[config.mk]
export PLATFORM = sky130hd
export DESIGN_NAME = spi_slv_ctrl
export DESIGN_NICKNAME = d
export VERILOG_FILES = /design/src/rtl/spi_pkg.sv /design/src/rtl/bit_sync.sv /design/src/rtl/spi_slv_ctrl.sv
export SDC_FILE = /design/constraint.sdc
export NUM_CORES = 1
export LEC_CHECK = 0
export ABC_AREA = 1
export CAP_MARGIN = 20
export CORE_UTILIZATION = 45
export CTS_CLUSTER_DIAMETER = 30
export DETAILED_ROUTE_END_ITERATION = 10
export DONT_BUFFER_PORTS = 1
export HOLD_SLACK_MARGIN = 0.02
export REMOVE_ABC_BUFFERS = 1
export SLEW_MARGIN = 20
export SYNTH_ARGS = -nofsm -noshare
export SYNTH_HDL_FRONTEND = slang
export SYNTH_HIERARCHICAL = 1
export SYNTH_SLANG_ARGS = --single-unit
[constraint.sdc]
create_clock -name clk -period 1.8 [get_ports clk]
set_clock_uncertainty 0.2 [all_clocks]
set_input_delay 0.18 -clock clk [delete_from_list [all_inputs] [get_ports clk]]
set_output_delay 0.18 -clock clk [all_outputs]
set_load 0.01 [all_outputs]
[src/rtl/spi_pkg.sv]
// Shared types and constants for the SPI responder.
package spi_pkg;

    typedef enum logic [0:0] {
        IDLE_ST  = 1'b0,
        SHIFT_ST = 1'b1
    } state_t;

    localparam int unsigned SYNC_STAGES   = 3;
    localparam logic [7:0]  IDLE_WORD_DEF = 8'hFF;

endpackage

[src/rtl/bit_sync.sv]
// Multi-stage synchronizer for one asynchronous input bit.
// Exposes the last two stages so the parent can detect edges between them.
module bit_sync
    import spi_pkg::*;
#(
    parameter logic RST_VAL = 1'b0
) (
    input  logic clk,
    input  logic rst,
    input  logic d,
    output logic stage2,
    output logic stage3
);

    logic [SYNC_STAGES-1:0] sr;

    // Shift the raw input through the synchronizer chain.
    always_ff @(posedge clk or posedge rst) begin
        if (rst) begin
            sr <= {SYNC_STAGES{RST_VAL}};
        end else begin
            sr <= {sr[SYNC_STAGES-2:0], d};
        end
    end

    assign stage2 = sr[SYNC_STAGES-2];
    assign stage3 = sr[SYNC_STAGES-1];

endmodule

[src/rtl/spi_slv_ctrl.sv]
// SPI mode-0 responder: synchronizes SCLK/MOSI/CS_N, shifts receive words in,
// shifts transmit words out of a single-entry holding register.
module spi_slv_ctrl
    import spi_pkg::*;
#(
    parameter int unsigned   DW        = 8,
    parameter logic [DW-1:0] IDLE_WORD = DW'(IDLE_WORD_DEF)
) (
    input  logic          clk,
    input  logic          rst,
    input  logic          sclk,
    input  logic          mosi,
    input  logic          cs_n,
    output logic          miso,
    output logic          miso_oe,
    input  logic [DW-1:0] tx_data,
    input  logic          tx_valid_f,
    output logic          tx_ready_f,
    output logic [DW-1:0] rx_data,
    output logic          rx_valid_f,
    output logic          udr_f,
    output logic          busy_f
);

    localparam int unsigned CW = $clog2(DW);

    logic sclk_s2, sclk_s3;
    logic mosi_s, mosi_d;
    logic cs_s2, cs_s3;
    logic sclk_rise, sclk_fall, cs_fall, cs_rise;
    logic unused_mosi;

    state_t        state, state_nxt;
    logic [CW-1:0] cnt_bits, cnt_nxt;
    logic          word_done, done_nxt;
    logic [DW-1:0] rx_sr, rx_sr_nxt;
    logic [DW-1:0] tx_sr, tx_sr_nxt;
    logic [DW-1:0] hold_data, hold_nxt;
    logic          ready_nxt;
    logic [DW-1:0] rx_data_nxt;
    logic          rx_valid_nxt, udr_nxt, oe_nxt, miso_nxt, busy_nxt;
    logic          load;

    bit_sync #(.RST_VAL(1'b0)) u_sync_sclk (
        .clk(clk), .rst(rst), .d(sclk), .stage2(sclk_s2), .stage3(sclk_s3)
    );

    bit_sync #(.RST_VAL(1'b0)) u_sync_mosi (
        .clk(clk), .rst(rst), .d(mosi), .stage2(mosi_s), .stage3(mosi_d)
    );

    // CS_N resets low so a select still held across reset release is not seen as a fresh fall.
    bit_sync #(.RST_VAL(1'b0)) u_sync_cs (
        .clk(clk), .rst(rst), .d(cs_n), .stage2(cs_s2), .stage3(cs_s3)
    );

    assign unused_mosi = mosi_d;
    assign sclk_rise   = sclk_s2 & ~sclk_s3;
    assign sclk_fall   = ~sclk_s2 & sclk_s3;
    assign cs_fall     = ~cs_s2 & cs_s3;
    assign cs_rise     = cs_s2 & ~cs_s3;

    // Next-state, datapath and output decode.
    always_comb begin
        state_nxt    = state;
        cnt_nxt      = cnt_bits;
        done_nxt     = word_done;
        rx_sr_nxt    = rx_sr;
        tx_sr_nxt    = tx_sr;
        hold_nxt     = hold_data;
        ready_nxt    = tx_ready_f;
        rx_data_nxt  = rx_data;
        rx_valid_nxt = 1'b0;
        udr_nxt      = 1'b0;
        oe_nxt       = miso_oe;
        load         = 1'b0;

        case (state)
            IDLE_ST: begin
                if (cs_fall) begin
                    state_nxt = SHIFT_ST;
                    load      = 1'b1;
                    cnt_nxt   = '0;
                    done_nxt  = 1'b0;
                    oe_nxt    = 1'b1;
                end
            end
            SHIFT_ST: begin
                // Deselect wins over a coincident clock edge; partial word is dropped.
                if (cs_rise) begin
                    state_nxt = IDLE_ST;
                    cnt_nxt   = '0;
                    done_nxt  = 1'b0;
                    oe_nxt    = 1'b0;
                end else if (sclk_rise) begin
                    rx_sr_nxt = {rx_sr[DW-2:0], mosi_s};
                    if (cnt_bits == CW'(DW-1)) begin
                        rx_data_nxt  = rx_sr_nxt;
                        rx_valid_nxt = 1'b1;
                        cnt_nxt      = '0;
                        done_nxt     = 1'b1;
                    end else begin
                        cnt_nxt = cnt_bits + CW'(1);
                    end
                end else if (sclk_fall) begin
                    if (word_done) begin
                        load     = 1'b1;
                        done_nxt = 1'b0;
                    end else begin
                        tx_sr_nxt = {tx_sr[DW-2:0], 1'b0};
                    end
                end
            end
            default: state_nxt = IDLE_ST;
        endcase

        // Word load sees the holding register as it was before this cycle's write.
        if (load) begin
            if (!tx_ready_f) begin
                tx_sr_nxt = hold_data;
                ready_nxt = 1'b1;
            end else begin
                tx_sr_nxt = IDLE_WORD;
                udr_nxt   = 1'b1;
            end
        end

        if (tx_valid_f && tx_ready_f) begin
            hold_nxt  = tx_data;
            ready_nxt = 1'b0;
        end

        miso_nxt = oe_nxt ? tx_sr_nxt[DW-1] : 1'b0;
        busy_nxt = (state_nxt == SHIFT_ST);
    end

    // State, datapath and registered outputs.
    always_ff @(posedge clk or posedge rst) begin
        if (rst) begin
            state      <= IDLE_ST;
            cnt_bits   <= '0;
            word_done  <= 1'b0;
            rx_sr      <= '0;
            tx_sr      <= '0;
            hold_data  <= '0;
            tx_ready_f <= 1'b1;
            rx_data    <= '0;
            rx_valid_f <= 1'b0;
            udr_f      <= 1'b0;
            miso_oe    <= 1'b0;
            miso       <= 1'b0;
            busy_f     <= 1'b0;
        end else begin
            state      <= state_nxt;
            cnt_bits   <= cnt_nxt;
            word_done  <= done_nxt;
            rx_sr      <= rx_sr_nxt;
            tx_sr      <= tx_sr_nxt;
            hold_data  <= hold_nxt;
            tx_ready_f <= ready_nxt;
            rx_data    <= rx_data_nxt;
            rx_valid_f <= rx_valid_nxt;
            udr_f      <= udr_nxt;
            miso_oe    <= oe_nxt;
            miso       <= miso_nxt;
            busy_f     <= busy_nxt;
        end
    end

endmodule

==> run summary <==
result of the run = completed
flip-flop and latch area = 0.00123 mm²
critical path's most frequent cell = sky130_fd_sc_hd__nand2_1
combined area of all synthesized cells = 0.00206 mm²
total number of H-tree levels = 2
portion of the clock cycle consumed by the worst path in the final layout = 0.938
number of buffers inserted by port buffering = 0
data arrival time of the worst path = 1.67 ns
Power per Cell Area = 1160 mW/mm²
total vias in the final route = 1330
Slew headroom = 0.650
post-route setup TNS = 0 ns
ordered list of cells on the worst path = ha_1, inv_2, nand2_1, nor2_4, nand3_1, nand2_1, nand2_1, nand2_1, nor2_2
fraction of layout instances using a drive strength above 1 = 0.212
largest net degree at the start of global routing = 42
TritonCTS clock tree = built
CP Class = flip-flop to flip-flop
all-layer global routing usage = 0.160
RSZ-0062 raised after global routing = no
cell with the biggest individual delay on the critical path = sky130_fd_sc_hd__dfrtp_1
number of buffers added by the clock tree synthesis step = 5
required time worst endpoint = 1.78 ns
number of hold violations in the final report = 0
minimum clock period = 1.69 ns
routed vias/inst = 4.94
Area Growth Syn to Fin = 14.5%
CTS Sinks = 49
global-route congestion overflow total = 0
floorplan die height = 69.6 µm
routability congestion estimate = 0.687
Highest Clock Rate = 0.593 GHz
Starting DRT DRC Count = 40
number of antenna violations at the first check in global routing = 0
mean routed wirelength per cell = 12.8 µm
cell row count = 24
count of max-cap constraint violations = 0
syn_area_per_cell = 10.5 µm²
deepest clock path buffer count = 2
maximum resistive drop on vdd = 0.612 mV
transition at the pin with the smallest max-transition slack = 0.526 ns
initial core utilization = 0.469
Reg clk slew, reported paths = 0.08 ns
number of routed nets with antenna violations = 0
fill count = 385
root buf cell = sky130_fd_sc_hd__clkbuf_8
overall routed net length = 3.45 mm
buffer and inverter count on the worst path = 1
area used by multi-input combinational logic = 704 µm²
routed wl met2 = 1.75 mm
number of global-route vias before repair = 1411
top routing layer in use = met4
largest incremental delay on the critical path = 0.41 ns
area of the die = 0.00485 mm²
leakage component of the power = 0.00115 µW
minimum setup slack among reg-to-reg paths = 0.11 ns
wire length of the first global-routing pass = 6.06 mm
placed wire-length estimate = 2.45 mm
TritonRoute pass-1 iters = 4
Remaining DRCs = 0
routed length on met3 = 153 µm
number of max-slew violations in the final report = 0
cell type group with the largest total delay on the critical path = simple AND/OR/NAND/NOR gates
fin cells = 269
biggest fanout along the worst timing path = 4
type of element launching the critical path = flip-flop
CP Capture Type = flip-flop
number of cells after detailed placement = 248
clock latency on the worst-skew pair = 0.29 ns
diodes inserted = 0
class of the worst hold path = primary input to asynchronous set/reset pin
Post-layout nets = 234
Horiz. Die Dim = 69.6 µm
Ports = 28
Final Setup Violations = 0
cells after synthesis = 195
post-route met1 wirelength = 1.49 mm
total number of yosys warnings = 6
Core ar. = 0.00438 mm²
-- worst reg2reg max path: cells and delay by family (launching register included) --
kind	cells	cell delay [ns]
flip-flops	1	0.41
adder cells (fa/ha/maj)	1	0.24
AND/OR/NAND/NOR	7	0.60
buffers and inverters	1	0.12
-- power by group --
part | switching, µW | total (µW) | leakage (µW) | internal (µW)
combinational | 323 | 577 | 0.000492 | 254
clock | 326 | 602 | 0.0000395 | 276
sequential | 168 | 1560 | 0.000618 | 1390
-- through the flow --
step | utilization | cell area (µm²) | setup WS [ns] | hold slack, ns | power (µW)
after CTS | 0.532 | 2330 | 0.0771 | 0.0375 | 2770
final | 0.537 | 2350 | 0.112 | 0.0457 | 2740
after detailed placement | 0.486 | 2130 | 0.112 | -0.272 | 2140
after global placement | 0.486 | 2130 | 0.162 | -0.271 | 2090
after floorplan | - | 2040 | 0.206 | -0.279 | 1980
after global routing | 0.537 | 2350 | 0.0114 | 0.0509 | 2940
-- path summary, 6_finish.rpt --
path / start / endpoint / depth (start not counted)
max in group asynchronous: rst / tx_ready_f / 3
max reg2reg: u_sync_sclk/sr[1] / miso / 9
max: u_sync_sclk/sr[1] / miso / 9
min reg2reg: u_sync_mosi/sr[0] / u_sync_mosi/sr[1] / 0
min: rst / u_sync_mosi/sr[1] / 2
min in group clk: tx_valid_f / tx_ready_f / 3
-- final cells by class --
cell class	instances	area share
timing repair buffer	17	0.0669
inverter	32	0.0510
sequential	49	0.521
clock buffer	8	0.0340
multi-input combinational	111	0.299
tap	52	0.0276
-- repair_timing --
action	4_1_cts	5_1_grt
setup buffers	0	1
setup endpoints to repair	0	5
endpoints found under the hold margin	59	0
gates resized for setup	0	4
hold buffers	12	0
-- routing by layer --
metal | GRT usage | vias to the layer above
li1 | - | 661
met1 | 0.176 | 631
met2 | 0.290 | 33
met3 | 0.0509 | 5
met4 | 0.0533 | 0
met5 | 0 | -
-- cells in the final DEF (no fill, tap or decap), types with 2 or more instances in the layout --
cell type / count
sky130_fd_sc_hd__dfrtp_1: 48
sky130_fd_sc_hd__nand2_1: 31
sky130_fd_sc_hd__inv_1: 27
sky130_fd_sc_hd__nand3_1: 21
sky130_fd_sc_hd__o21ai_0: 19
sky130_fd_sc_hd__dlygate4sd3_1: 12
sky130_fd_sc_hd__mux2_2: 8
sky130_fd_sc_hd__o21ai_2: 7
sky130_fd_sc_hd__clkbuf_8: 5
sky130_fd_sc_hd__buf_4: 5
sky130_fd_sc_hd__inv_2: 4
sky130_fd_sc_hd__nand2_4: 4
sky130_fd_sc_hd__nand2_2: 4
sky130_fd_sc_hd__ha_1: 4
sky130_fd_sc_hd__nor2_1: 3
sky130_fd_sc_hd__clkbuf_1: 3
sky130_fd_sc_hd__a21oi_1: 2
sky130_fd_sc_hd__nor2_2: 2
sky130_fd_sc_hd__nand3_2: 2
-- flip-flops by register name, indices dropped and copies added, names as in the netlist --
| signal | count |
|---|---|
| cnt_bits | 3 |
| hold_data | 8 |
| miso | 1 |
| miso_oe | 1 |
| rx_data | 8 |
| rx_sr | 7 |
| rx_valid_f | 1 |
| state | 1 |
| tx_ready_f | 1 |
| tx_sr | 8 |
| u_sync_cs/sr | 3 |
| u_sync_mosi/sr | 2 |
| u_sync_sclk/sr | 3 |
| udr_f | 1 |
| word_done | 1 |
No activity file was read; power rests on OpenSTA's default activity.
==> patch 1 (same flow settings) <==
Set the parameter `DW` to 4 (it was 8).
--- a/src/rtl/spi_slv_ctrl.sv
+++ b/src/rtl/spi_slv_ctrl.sv
@@ -5,3 +5,3 @@
 #(
-    parameter int unsigned   DW        = 8,
+    parameter int unsigned   DW        = 4,
     parameter logic [DW-1:0] IDLE_WORD = DW'(IDLE_WORD_DEF)
Ports: changed (resized rx_data and tx_data); port bits go from 28 to 20. No check against the original RTL was run, so the function may have changed too.
==> patch 1 against the unedited design <==
  * Global-route usage up 0.65 points
  * Clock power fell by 31%
  * Sequential cell count down 17
  * Synthesized area is 35% lower
  * Count of clock-buffer cells in the layout decreased by 2
  * Setup slack improved by 0.067 ns
  * Sequential share of layout area decreased by 0.39 points
  * Routed wire length down 37%
  * Final area decreased by 34%
  * Power decreased by 34%
  * Utilization grew 2.0 points
  * Critical endpoint is now tx_sr[0]
  * Largest power group unchanged
  * Highest routed layer unchanged
==> patch 1: results (changes against the unedited design) <==
* Net Sw Frac at 30.9% (+1.1 points)
* Per-cell routed wire length at 11.7 um (-8.7%)
* Hold_ws at 0.161 ns (+0.116 ns)
* Layout cells sized above 1 at 18.2% (-3.0 points)
* Worst Hold Class: reg -> reg
* Placement Cell Area at 0.00138 mm^2 (-35%)
* Crit path DAT at 1.64 ns (-0.03 ns)
* Status: finished clean
* First-pass GRT wire length at 3.91 mm (-36%)
* Largest net degree at the start of global routing at 25 (-40%)
* Final min period at 1.62 ns (-0.0668 ns)
* R2R Setup Slk at 0.18 ns (+0.07 ns)
* Place WS at 0.148 ns (+0.0360 ns)
* Top flop regs: hold_data (4), rx_data (4), tx_sr (4)
* Slew @ Worst Pin at 0.302 ns (-0.223 ns)
* Total track usage at 16.7% (+0.65 points)
* Clk Tree Root Cell: clkbuf_4
* Latest clock arrival within the worst-skew pair at 0.33 ns (+0.04 ns)
* Clk slew on worst S/H paths at 0.10 ns (+0.02 ns)
* Worst VDD drop at 0.876 mV (+43%)
* Htree depth at 2 (unchanged)
* Final Wtd Congestion at 0.747 (+8.8%)
* Drt first-iter violations at 26 (-35%)
* Inserted Diodes at 0 (unchanged)
* CP max FO at 6 (+2)
* Via density at 4.79 (-3.1%)
* Final net count at 166 (-29%)
==> patch 1: final cells by class <==
class	count	area, um^2
clock buffers	6	51.3
multi-input cells	75	425
well taps	31	38.8
repair buffers	13	125
fillers	250	1230
inverters	26	97.6
clock inverters	2	10.0
flip-flops and latches	32	802
==> patch 1: worst max-delay path, cell delays in order (launching register included) <==
cell	delay, ns
dfrtp_1	0.41
ha_1	0.23
inv_2	0.11
nand2_1	0.09
nor2_2	0.13
nor2_4	0.07
nand2_1	0.06
nand2_1	0.08
nand2_1	0.08
nand2_1	0.05
==> patch 1: timing repair <==
action	CTS	global route
gates resized for setup	0	2
setup endpoints to repair	0	2
buffers inserted	0	0
hold buffers	11	0
endpoints found under the hold margin	40	0
==> patch 1: power groups by stage <==
| stage | combinational, uW | sequential [uW] | clock [uW] |
|---|---|---|---|
| after global routing | 416 | 1060 | 459 |
| final | 352 | 1040 | 417 |
| after detailed placement | 336 | 1050 | 0 |
| after floorplan | 273 | 1020 | 0 |
| after CTS | 356 | 1040 | 441 |
| after global placement | 325 | 1050 | 0 |
==> patch 1: final timing paths <==
check / endpoint / depth (start not counted)
setup reg to reg: tx_sr[0] / 9
hold / removal: u_sync_cs/sr[1] / 0
max in group asynchronous: u_sync_mosi/sr[1] / 4
setup / recovery: tx_sr[0] / 9
hold reg to reg: u_sync_cs/sr[1] / 0
min in group asynchronous: u_sync_cs/sr[2] / 3
==> patch 1: per-layer routing <==
| layer | up-vias | share of wire (%) | global-route usage, % |
|---|---|---|---|
| met4 | 0 | 2.1 | 7.67 |
| met5 | - | 0 | 0 |
| met1 | 412 | 45 | 19.9 |
| li1 | 449 | - | - |
| met2 | 19 | 47 | 25.5 |
| met3 | 6 | 5.7 | 7.83 |
==> patch 1: per-stage QoR <==
step	utilization [%]	cells	total power, uW
after floorplan	-	133	1300
after global placement	49.5	166	1370
after detailed placement	49.5	166	1390
after CTS	55.6	185	1840
after global routing	55.7	185	1940
final	55.7	185	1810
==> patch 2 (config.mk and constraints unchanged) <==
Made on the original files. Take the reset off `rx_sr`, `tx_sr`, `hold_data` and `rx_data` and load them in a clocked block of their own.
--- a/src/rtl/spi_slv_ctrl.sv
+++ b/src/rtl/spi_slv_ctrl.sv
@@ -142,7 +142,3 @@
             word_done  <= 1'b0;
-            rx_sr      <= '0;
-            tx_sr      <= '0;
-            hold_data  <= '0;
             tx_ready_f <= 1'b1;
-            rx_data    <= '0;
             rx_valid_f <= 1'b0;
@@ -156,7 +152,3 @@
             word_done  <= done_nxt;
-            rx_sr      <= rx_sr_nxt;
-            tx_sr      <= tx_sr_nxt;
-            hold_data  <= hold_nxt;
             tx_ready_f <= ready_nxt;
-            rx_data    <= rx_data_nxt;
             rx_valid_f <= rx_valid_nxt;
@@ -169,2 +161,9 @@
 
+    always_ff @(posedge clk) begin
+        rx_sr     <= rx_sr_nxt;
+        tx_sr     <= tx_sr_nxt;
+        hold_data <= hold_nxt;
+        rx_data   <= rx_data_nxt;
+    end
+
 endmodule
Check against the original RTL: no difference found for any inputs over 10 cycles, from zero or initial values and one cycle with rst high; that may be too few to reach the edited logic, so the function may still have changed.
==> patch 2 against the unedited design <==
  * Count of clock-buffer cells in the layout shrank 2
  * Synthesized cell count shrank 28%
  * Final area shrank 6.5%
  * Via count shrank 22%
  * First-iteration DRC count grew 80%
  * Critical path type unchanged
  * Sequential cell count is the same
  * Routed wire length shrank 13%
  * Setup slack gained 0.010 ns
  * Highest routed layer unchanged
  * Critical path depth shrank 3
  * Synthesized area shrank 10%
Power is not compared: it rests on default switching activity, and its combinational part moved more than twofold at a synthesized area within 25%.
==> patch 2: results (changes against the unedited design) <==
* Final net count at 183 (-22%)
* First-pass GRT wire length at 4.84 mm (-20%)
* ClkCell Share at 4.83% (+1.4 points)
* CP max FO at 7 (+3)
* Vias at 1042 (-22%)
* Met1 Track Usage GR at 19.2% (+1.5 points)
* Fill count at 309 (-20%)
* Multi-input gate area at 382 um^2 (-46%)
* Layout cells sized above 1 at 18.1% (-3.1 points)
* Clkbuf count at 6 (-2)
* Drt first-iter violations at 72 (+80%)
* Hold_buf cts at 13 (+1)
* DP HPWL at 2.04 mm (-17%)
* Metal3 WL at 177 um (+16%)
* Non-clock buffering overhead at 7.61% (+0.92 points)
* Metal-1 WL at 1.32 mm (-12%)
* Crit path DAT at 1.48 ns (-0.19 ns)
* Mapped Cells at 141 (-28%)
* Post-route insts no fill at 214 (-20%)
* Final Wtd Congestion at 0.800 (+16%)
* Status: finished clean
* Place WS at 0.0414 ns (-0.0702 ns)
* Sequential fraction of total cell area at 62.3% (+10 points)
* Met3 Track Usage GR at 6.38% (+1.3 points)
* Routed WL at 2.98 mm (-13%)
==> patch 2: worst paths after layout <==
path | startpoint | end | slack (ns) | cells past startpoint
worst min-delay path | rst | u_sync_mosi/sr[0] | 0.04 | 2
worst max-delay path | u_sync_sclk/sr[1] | tx_sr[0] | 0.12 | 6
worst min register to register | u_sync_sclk/sr[0] | u_sync_sclk/sr[1] | 0.15 | 0
max in group asynchronous | rst | tx_ready_f | 0.88 | 2
min in group clk | u_sync_sclk/sr[0] | u_sync_sclk/sr[1] | 0.15 | 0
worst max register to register | u_sync_sclk/sr[1] | tx_sr[0] | 0.12 | 6
==> patch 2: worst max-delay path: stages, from the launching register on <==
cell     delay (ns)
dfrtp_1        0.40
inv_1          0.06
ha_1           0.17
inv_1          0.07
nor4_1         0.24
o21ai_1        0.10
inv_2          0.14
==> patch 2: power breakdown <==
group	internal (uW)	switching (uW)	total (uW)
sequential	1320	56.2	1370
combinational	96.3	181	277
clock	410	330	740
